<file path="config.mk">
export PLATFORM = sky130hd
export DESIGN_NAME = quad_step_decoder
export DESIGN_NICKNAME = d
export VERILOG_FILES = /design/src/rtl/quad_step_decoder.sv
export SDC_FILE = /design/constraint.sdc
export NUM_CORES = 1
export LEC_CHECK = 0
export ABC_AREA = 1
export CAP_MARGIN = 20
export CORE_MARGIN = 5
export CORE_UTILIZATION = 56
export DETAILED_ROUTE_END_ITERATION = 8
export GPL_TIMING_DRIVEN = 0
export PLACE_DENSITY_LB_ADDON = 0.3
export RECOVER_POWER = 100
export SYNTH_ARGS = -nofsm -noshare
export SYNTH_HDL_FRONTEND = slang
export SYNTH_SLANG_ARGS = --single-unit
</file>
<file path="constraint.sdc">
create_clock -name clk -period 2.4 [get_ports clk]
set_input_delay 0.36 -clock clk [delete_from_list [all_inputs] [get_ports clk]]
set_output_delay 0.36 -clock clk [all_outputs]
set_load 0.02 [all_outputs]
</file>
<file path="src/rtl/quad_step_decoder.sv">
`default_nettype none
// ============================================================================
//  Module      : quad_step_decoder
//  Description : Quadrature (A/B) encoder decoder. Synchronizes and debounces
//                both channels, then emits one-cycle step pulses with a
//                direction level, a wrapping position count, and flags
//                illegal (both-channel) transitions with a saturating count.
//  Revision    : 1.0 - initial release
// ============================================================================
module quad_step_decoder #(
    parameter int FILTER_LEN = 4,
    parameter int POS_W      = 8
) (
    input  logic             clk,
    input  logic             rst,
    input  logic             enc_a,
    input  logic             enc_b,
    output logic             enable,
    output logic             up_down,
    output logic [POS_W-1:0] position,
    output logic             err,
    output logic [3:0]       err_cnt
);

    // Filter terminal count and last cycle of the post-reset settling window.
    localparam logic [3:0] c_flt_lim   = 4'(FILTER_LEN - 1);
    localparam logic [4:0] c_init_last = 5'(FILTER_LEN + 1);

    typedef enum logic [0:0] {
        S_INIT = 1'b0,
        S_RUN  = 1'b1
    } state_t;

    state_t           r_state;
    state_t           w_state_nxt;

    // Channel bit 1 is A, bit 0 is B throughout.
    logic [1:0]       r_sync1;
    logic [1:0]       r_sync2;
    logic [1:0]       w_filt;
    logic [1:0]       r_prev;
    logic [1:0]       w_prev_nxt;
    logic [4:0]       r_init_cnt;
    logic             w_init_load;

    logic             r_enable;
    logic             r_err;
    logic             r_up_down;
    logic [POS_W-1:0] r_pos;
    logic [3:0]       r_errc;
    logic             w_enable_nxt;
    logic             w_err_nxt;
    logic             w_dir_nxt;
    logic [POS_W-1:0] w_pos_nxt;
    logic [3:0]       w_errc_nxt;

    assign w_init_load = (r_state == S_INIT) && (r_init_cnt == c_init_last);

    // Two-flop synchronizer for the asynchronous encoder pins.
    always_ff @(posedge clk or negedge rst) begin
        if (!rst) begin
            r_sync1 <= 2'b00;
            r_sync2 <= 2'b00;
        end else begin
            r_sync1 <= {enc_a, enc_b};
            r_sync2 <= r_sync1;
        end
    end

    // Per-channel debounce: a new level must persist FILTER_LEN cycles.
    genvar gi;
    generate
        for (gi = 0; gi < 2; gi++) begin : g_filter
            logic [3:0] r_cnt;
            logic       r_val;

            // Counter/filtered value; held idle during settling, loaded at its end.
            always_ff @(posedge clk or negedge rst) begin
                if (!rst) begin
                    r_cnt <= 4'd0;
                    r_val <= 1'b0;
                end else if (r_state == S_INIT) begin
                    r_cnt <= 4'd0;
                    if (w_init_load) begin
                        r_val <= r_sync2[gi];
                    end
                end else if (r_sync2[gi] == r_val) begin
                    r_cnt <= 4'd0;
                end else if (r_cnt == c_flt_lim) begin
                    r_val <= r_sync2[gi];
                    r_cnt <= 4'd0;
                end else begin
                    r_cnt <= r_cnt + 4'd1;
                end
            end

            assign w_filt[gi] = r_val;
        end
    endgenerate

    // Settling window counter: lets the synchronizer fill before the
    // encoder state is adopted, so reset never produces a spurious step.
    always_ff @(posedge clk or negedge rst) begin
        if (!rst) begin
            r_init_cnt <= 5'd0;
        end else if ((r_state == S_INIT) && (r_init_cnt != c_init_last)) begin
            r_init_cnt <= r_init_cnt + 5'd1;
        end
    end

    // State and registered outputs.
    always_ff @(posedge clk or negedge rst) begin
        if (!rst) begin
            r_state   <= S_INIT;
            r_prev    <= 2'b00;
            r_enable  <= 1'b0;
            r_err     <= 1'b0;
            r_up_down <= 1'b0;
            r_pos     <= '0;
            r_errc    <= 4'd0;
        end else begin
            r_state   <= w_state_nxt;
            r_prev    <= w_prev_nxt;
            r_enable  <= w_enable_nxt;
            r_err     <= w_err_nxt;
            r_up_down <= w_dir_nxt;
            r_pos     <= w_pos_nxt;
            r_errc    <= w_errc_nxt;
        end
    end

    // Next state and transition classification of {prev, filtered}.
    always_comb begin
        w_state_nxt  = r_state;
        w_prev_nxt   = r_prev;
        w_enable_nxt = 1'b0;
        w_err_nxt    = 1'b0;
        w_dir_nxt    = r_up_down;
        w_pos_nxt    = r_pos;
        w_errc_nxt   = r_errc;
        case (r_state)
            S_INIT: begin
                if (w_init_load) begin
                    w_prev_nxt  = r_sync2;
                    w_state_nxt = S_RUN;
                end
            end
            S_RUN: begin
                w_prev_nxt = w_filt;
                case ({r_prev, w_filt})
                    // Up: 00->01->11->10->00
                    4'b0001, 4'b0111, 4'b1110, 4'b1000: begin
                        w_enable_nxt = 1'b1;
                        w_dir_nxt    = 1'b1;
                        w_pos_nxt    = r_pos + POS_W'(1);
                    end
                    // Down: 00->10->11->01->00
                    4'b0010, 4'b1011, 4'b1101, 4'b0100: begin
                        w_enable_nxt = 1'b1;
                        w_dir_nxt    = 1'b0;
                        w_pos_nxt    = r_pos - POS_W'(1);
                    end
                    // Both channels moved at once: direction is unknowable.
                    4'b0011, 4'b1100, 4'b0110, 4'b1001: begin
                        w_err_nxt = 1'b1;
                        if (r_errc != 4'hF) begin
                            w_errc_nxt = r_errc + 4'd1;
                        end
                    end
                    default: begin
                    end
                endcase
            end
            default: w_state_nxt = S_INIT;
        endcase
    end

    assign enable   = r_enable;
    assign err      = r_err;
    assign up_down  = r_up_down;
    assign position = r_pos;
    assign err_cnt  = r_errc;

endmodule
`default_nettype wire

</file>
==> metrics.md <==
| Metric | Value |
|---|---|
| Status | complete, but fails checks |
| Failing checks | capacitance limit, slew limit |
| Crit path cell chain | buf_6 -> inv_1 -> nand2_1 -> nand2_1 -> nand2_1 -> clkinvlp_4 -> ha_1 -> or2_2 -> nand3_1 -> nand2_1 -> nand2_1 -> nand3_1 -> nand2_1 -> nand2_1 |
| Vias per cell | 5.06 |
| Synth warn | 0 |
| Power Density | 1610 mW/mm^2 |
| Global-route wire length before repair | 5.85 mm |
| Worst-Margin Slew | 1.89 ns |
| Hold WC Path Type | reg -> reg |
| Maximum VDD drop | 559 uV |
| Clk buf depth | 2 |
| Slew Viols, Final | 38 |
| RSZ-0062 raised after global routing | yes |
| H-tree depth | 2 |
| Synth cell types | 24 |
| Total detailed-routing wirelength | 3.31 mm |
| Startpoint types | flip-flop |
| Slew HR | -0.262 |
| Net Count, Synth | 234 |
| Final hold vios | 0 |
| Clk slew on worst S/H paths | 0.11 ns |
| Final net count | 262 |
| Root buffer cell | clkbuf_4 |
| Post-placement cell area | 0.00217 sq mm |
| Grt total ovfl | 0 |
| Die height | 68.8 microns |
| Input/output buffers | 18 |
| Largest net degree at the start of global routing | 38 |
| Syn Inst Count | 216 |
| Max-Cap Viols | 1 |
| Met3 GRT Util | 0.0357 |
| Crit path capture type | flip-flop |
| Setup violators final | 0 |
| Crit Path Class | reg -> reg |
| Yosys reg bits | 37 |
| Area Growth Syn to Fin | 15.7% |
| Total GRT Usage | 0.168 |
| Die W | 68.8 microns |
| Share of cells above drive strength 1 | 0.0820 |
| DR WL/cell | 11.4 microns |
| DR DRC count | 0 |
| CP required | 2.64 ns |
| Fin Hold WS | 0.357 ns |
| Clk sink count | 37 |
| Fmax | 452 MHz |
| FP Rows | 21 |
| Skew-Pair Late Insertion Delay | 0.34 ns |
| Initial drt markers | 73 |
| Crit-path max FO | 10 |
| CP max stage delay | 0.39 ns |
| Avg Cell Area, Syn | 8.96 sq um |
| Leakage Power | 1.14 nW |
| CP most frequent cell | nand2_1 |
| Gr busiest metal | met2 |
| I/O pin count | 19 |
| Sequential fraction of the synthesis area | 0.479 |
| First-pass iteration count of the detailed router | 4 |
| Via count | 1467 |
| Critical path's slowest cell | ha_1 |
| CTS tree | built |
| Post-route antenna net violation count | 0 |
| Fin area | 0.00224 sq mm |
| Vias in the first global route | 1418 |
| Full die area | 0.00473 sq mm |
| Final min period | 2.21 ns |
| Cts bufs inserted | 5 |
| Clk_skew | 0.00937 ns |
| Post-DP HPWL | 2.42 mm |
| Area of the core | 0.00334 sq mm |
| GRT met1 Usage | 0.184 |
| Final Wtd Congestion | 0.818 |
| CP arrival | 2.45 ns |
| Initial cell density of the core | 0.580 |
| Initial antenna violation count | 0 |
| GR Layer Usage met2 | 0.302 |
| Post-Syn Area | 0.00193 sq mm |
| Tcrit/Tclk final | 0.921 |
| # diodes | 0 |
synth_stat cells:
cell type / number / area, sq um
nand2_2: 1 / 6.26
o21ai_2: 4 / 35.0
a211oi_1: 1 / 7.51
fa_1: 1 / 20.0
nor3b_1: 2 / 15.0
nand4_1: 4 / 25.0
xor2_1: 7 / 61.3
and2_1: 1 / 6.26
o22ai_1: 1 / 6.26
or2_2: 2 / 12.5
a21oi_1: 5 / 25.0
nor2_4: 1 / 11.3
inv_1: 17 / 63.8
ha_1: 13 / 163
nand3b_1: 1 / 7.51
xnor2_1: 10 / 87.6
inv_2: 1 / 3.75
nand3_1: 14 / 70.1
buf_6: 3 / 33.8
a31oi_1: 2 / 12.5
dfrtp_1: 37 / 926
o21ai_0: 4 / 20.0
nor2_1: 22 / 82.6
nand2_1: 62 / 233
cells in the final DEF (no fill, tap or decap):
cell type,count
dfrtp_1,37
xnor2_1,10
nor2_1,22
fa_1,1
a21oi_1,5
clkinvlp_4,1
a31oi_1,2
inv_1,16
dlygate4sd3_1,15
nand2_1,63
nand3_1,14
buf_4,3
ha_1,13
nor3b_1,2
xor2_1,7
a211oi_1,1
or2_2,2
nor2_4,1
clkbuf_4,5
buf_6,2
and2_0,1
o21ai_2,4
clkdlybuf4s50_1,2
o22ai_1,1
nand3b_1,1
o21ai_0,4
inv_2,1
clkbuf_1,3
clkbuf_8,1
nand4_1,4
critical path: cells and delay by family, from the launching register on:
family | cells | cell delay, ns
adder cells (fa/ha/maj) | 1 | 0.39
AND/OR/NAND/NOR | 10 | 0.96
buffers and inverters | 3 | 0.41
flip-flops | 1 | 0.35
layer usage:
layer  routed length [microns]  up-vias
li1                          -      741
met2                      1630       25
met4                        91        0
met3                        96        9
met5                         0        -
met1                      1490      692
area by class of cell:
class / count / area [sq um]
Clock buffer: 7 / 55.1
Multi-Input combinational cell: 158 / 905
Buffer: 3 / 26.3
Sequential cell: 37 / 926
Fill cell: 298 / 1100
Timing Repair Buffer: 21 / 196
Inverter: 18 / 71.3
Tap cell: 46 / 57.6
sequential cells by signal, summed over array words and instances, names as in the netlist, 2 cells and up:
signal	cells
position	8
err_cnt	4
r_sync2	2
r_sync1	2
r_prev	2
g_filter.r_val	2
g_filter.r_cnt	8
r_init_cnt	5
logic make-up after synthesis:
kind of cell	share of synthesized area
XOR/XNOR	0.0770
adder cells (fa/ha/maj)	0.0944
flip-flops	0.479
AO/OA/AOI/OAI	0.0550
AND/OR/NAND/NOR	0.243
buffers and inverters	0.0524
final timing paths:
kind,cells past startpoint,endpoint,slack [ns],from
max,14,position[7],0.19,g_filter[1].r_val
max reg2reg,14,position[7],0.19,g_filter[1].r_val
max in group asynchronous,1,err_cnt[1],0.79,rst
min,0,r_sync2[0],0.36,r_sync1[0]
min reg2reg,0,r_sync2[0],0.36,r_sync1[0]
min in group asynchronous,1,g_filter[0].r_val,0.53,rst
stage by stage:
stage / utilization / setup slack (ns) / instances / setup TNS (ns) / total power (W)
after floorplan: - / 0.334 / 216 / 0 / 0.00272
after global placement: 0.651 / 0.133 / 280 / 0 / 0.00321
after detailed placement: 0.649 / 0.113 / 280 / 0 / 0.00330
after CTS: 0.666 / 0.0969 / 287 / 0 / 0.00365
after global routing: 0.670 / -0.0283 / 290 / -0.0423 / 0.00400
final: 0.670 / 0.190 / 290 / 0 / 0.00360
what timing repair did:
action,in CTS,in global routing
hold buffers,0,0
hold endpoints to repair,0,0
setup endpoints to repair,0,3
setup buffers,0,3
resized for setup,0,1
power breakdown:
| group | internal [W] | switching, W | total (W) | leakage [nW] |
|---|---|---|---|---|
| Sequential | 0.000853 | 0.000177 | 0.00103 | 0.451 |
| Combinational | 0.000962 | 0.00128 | 0.00224 | 0.657 |
| Clock | 0.000138 | 0.000194 | 0.000333 | 0.0314 |
| Total | 0.00195 | 0.00165 | 0.00360 | 1.14 |
(Power assumes the default switching activity.)
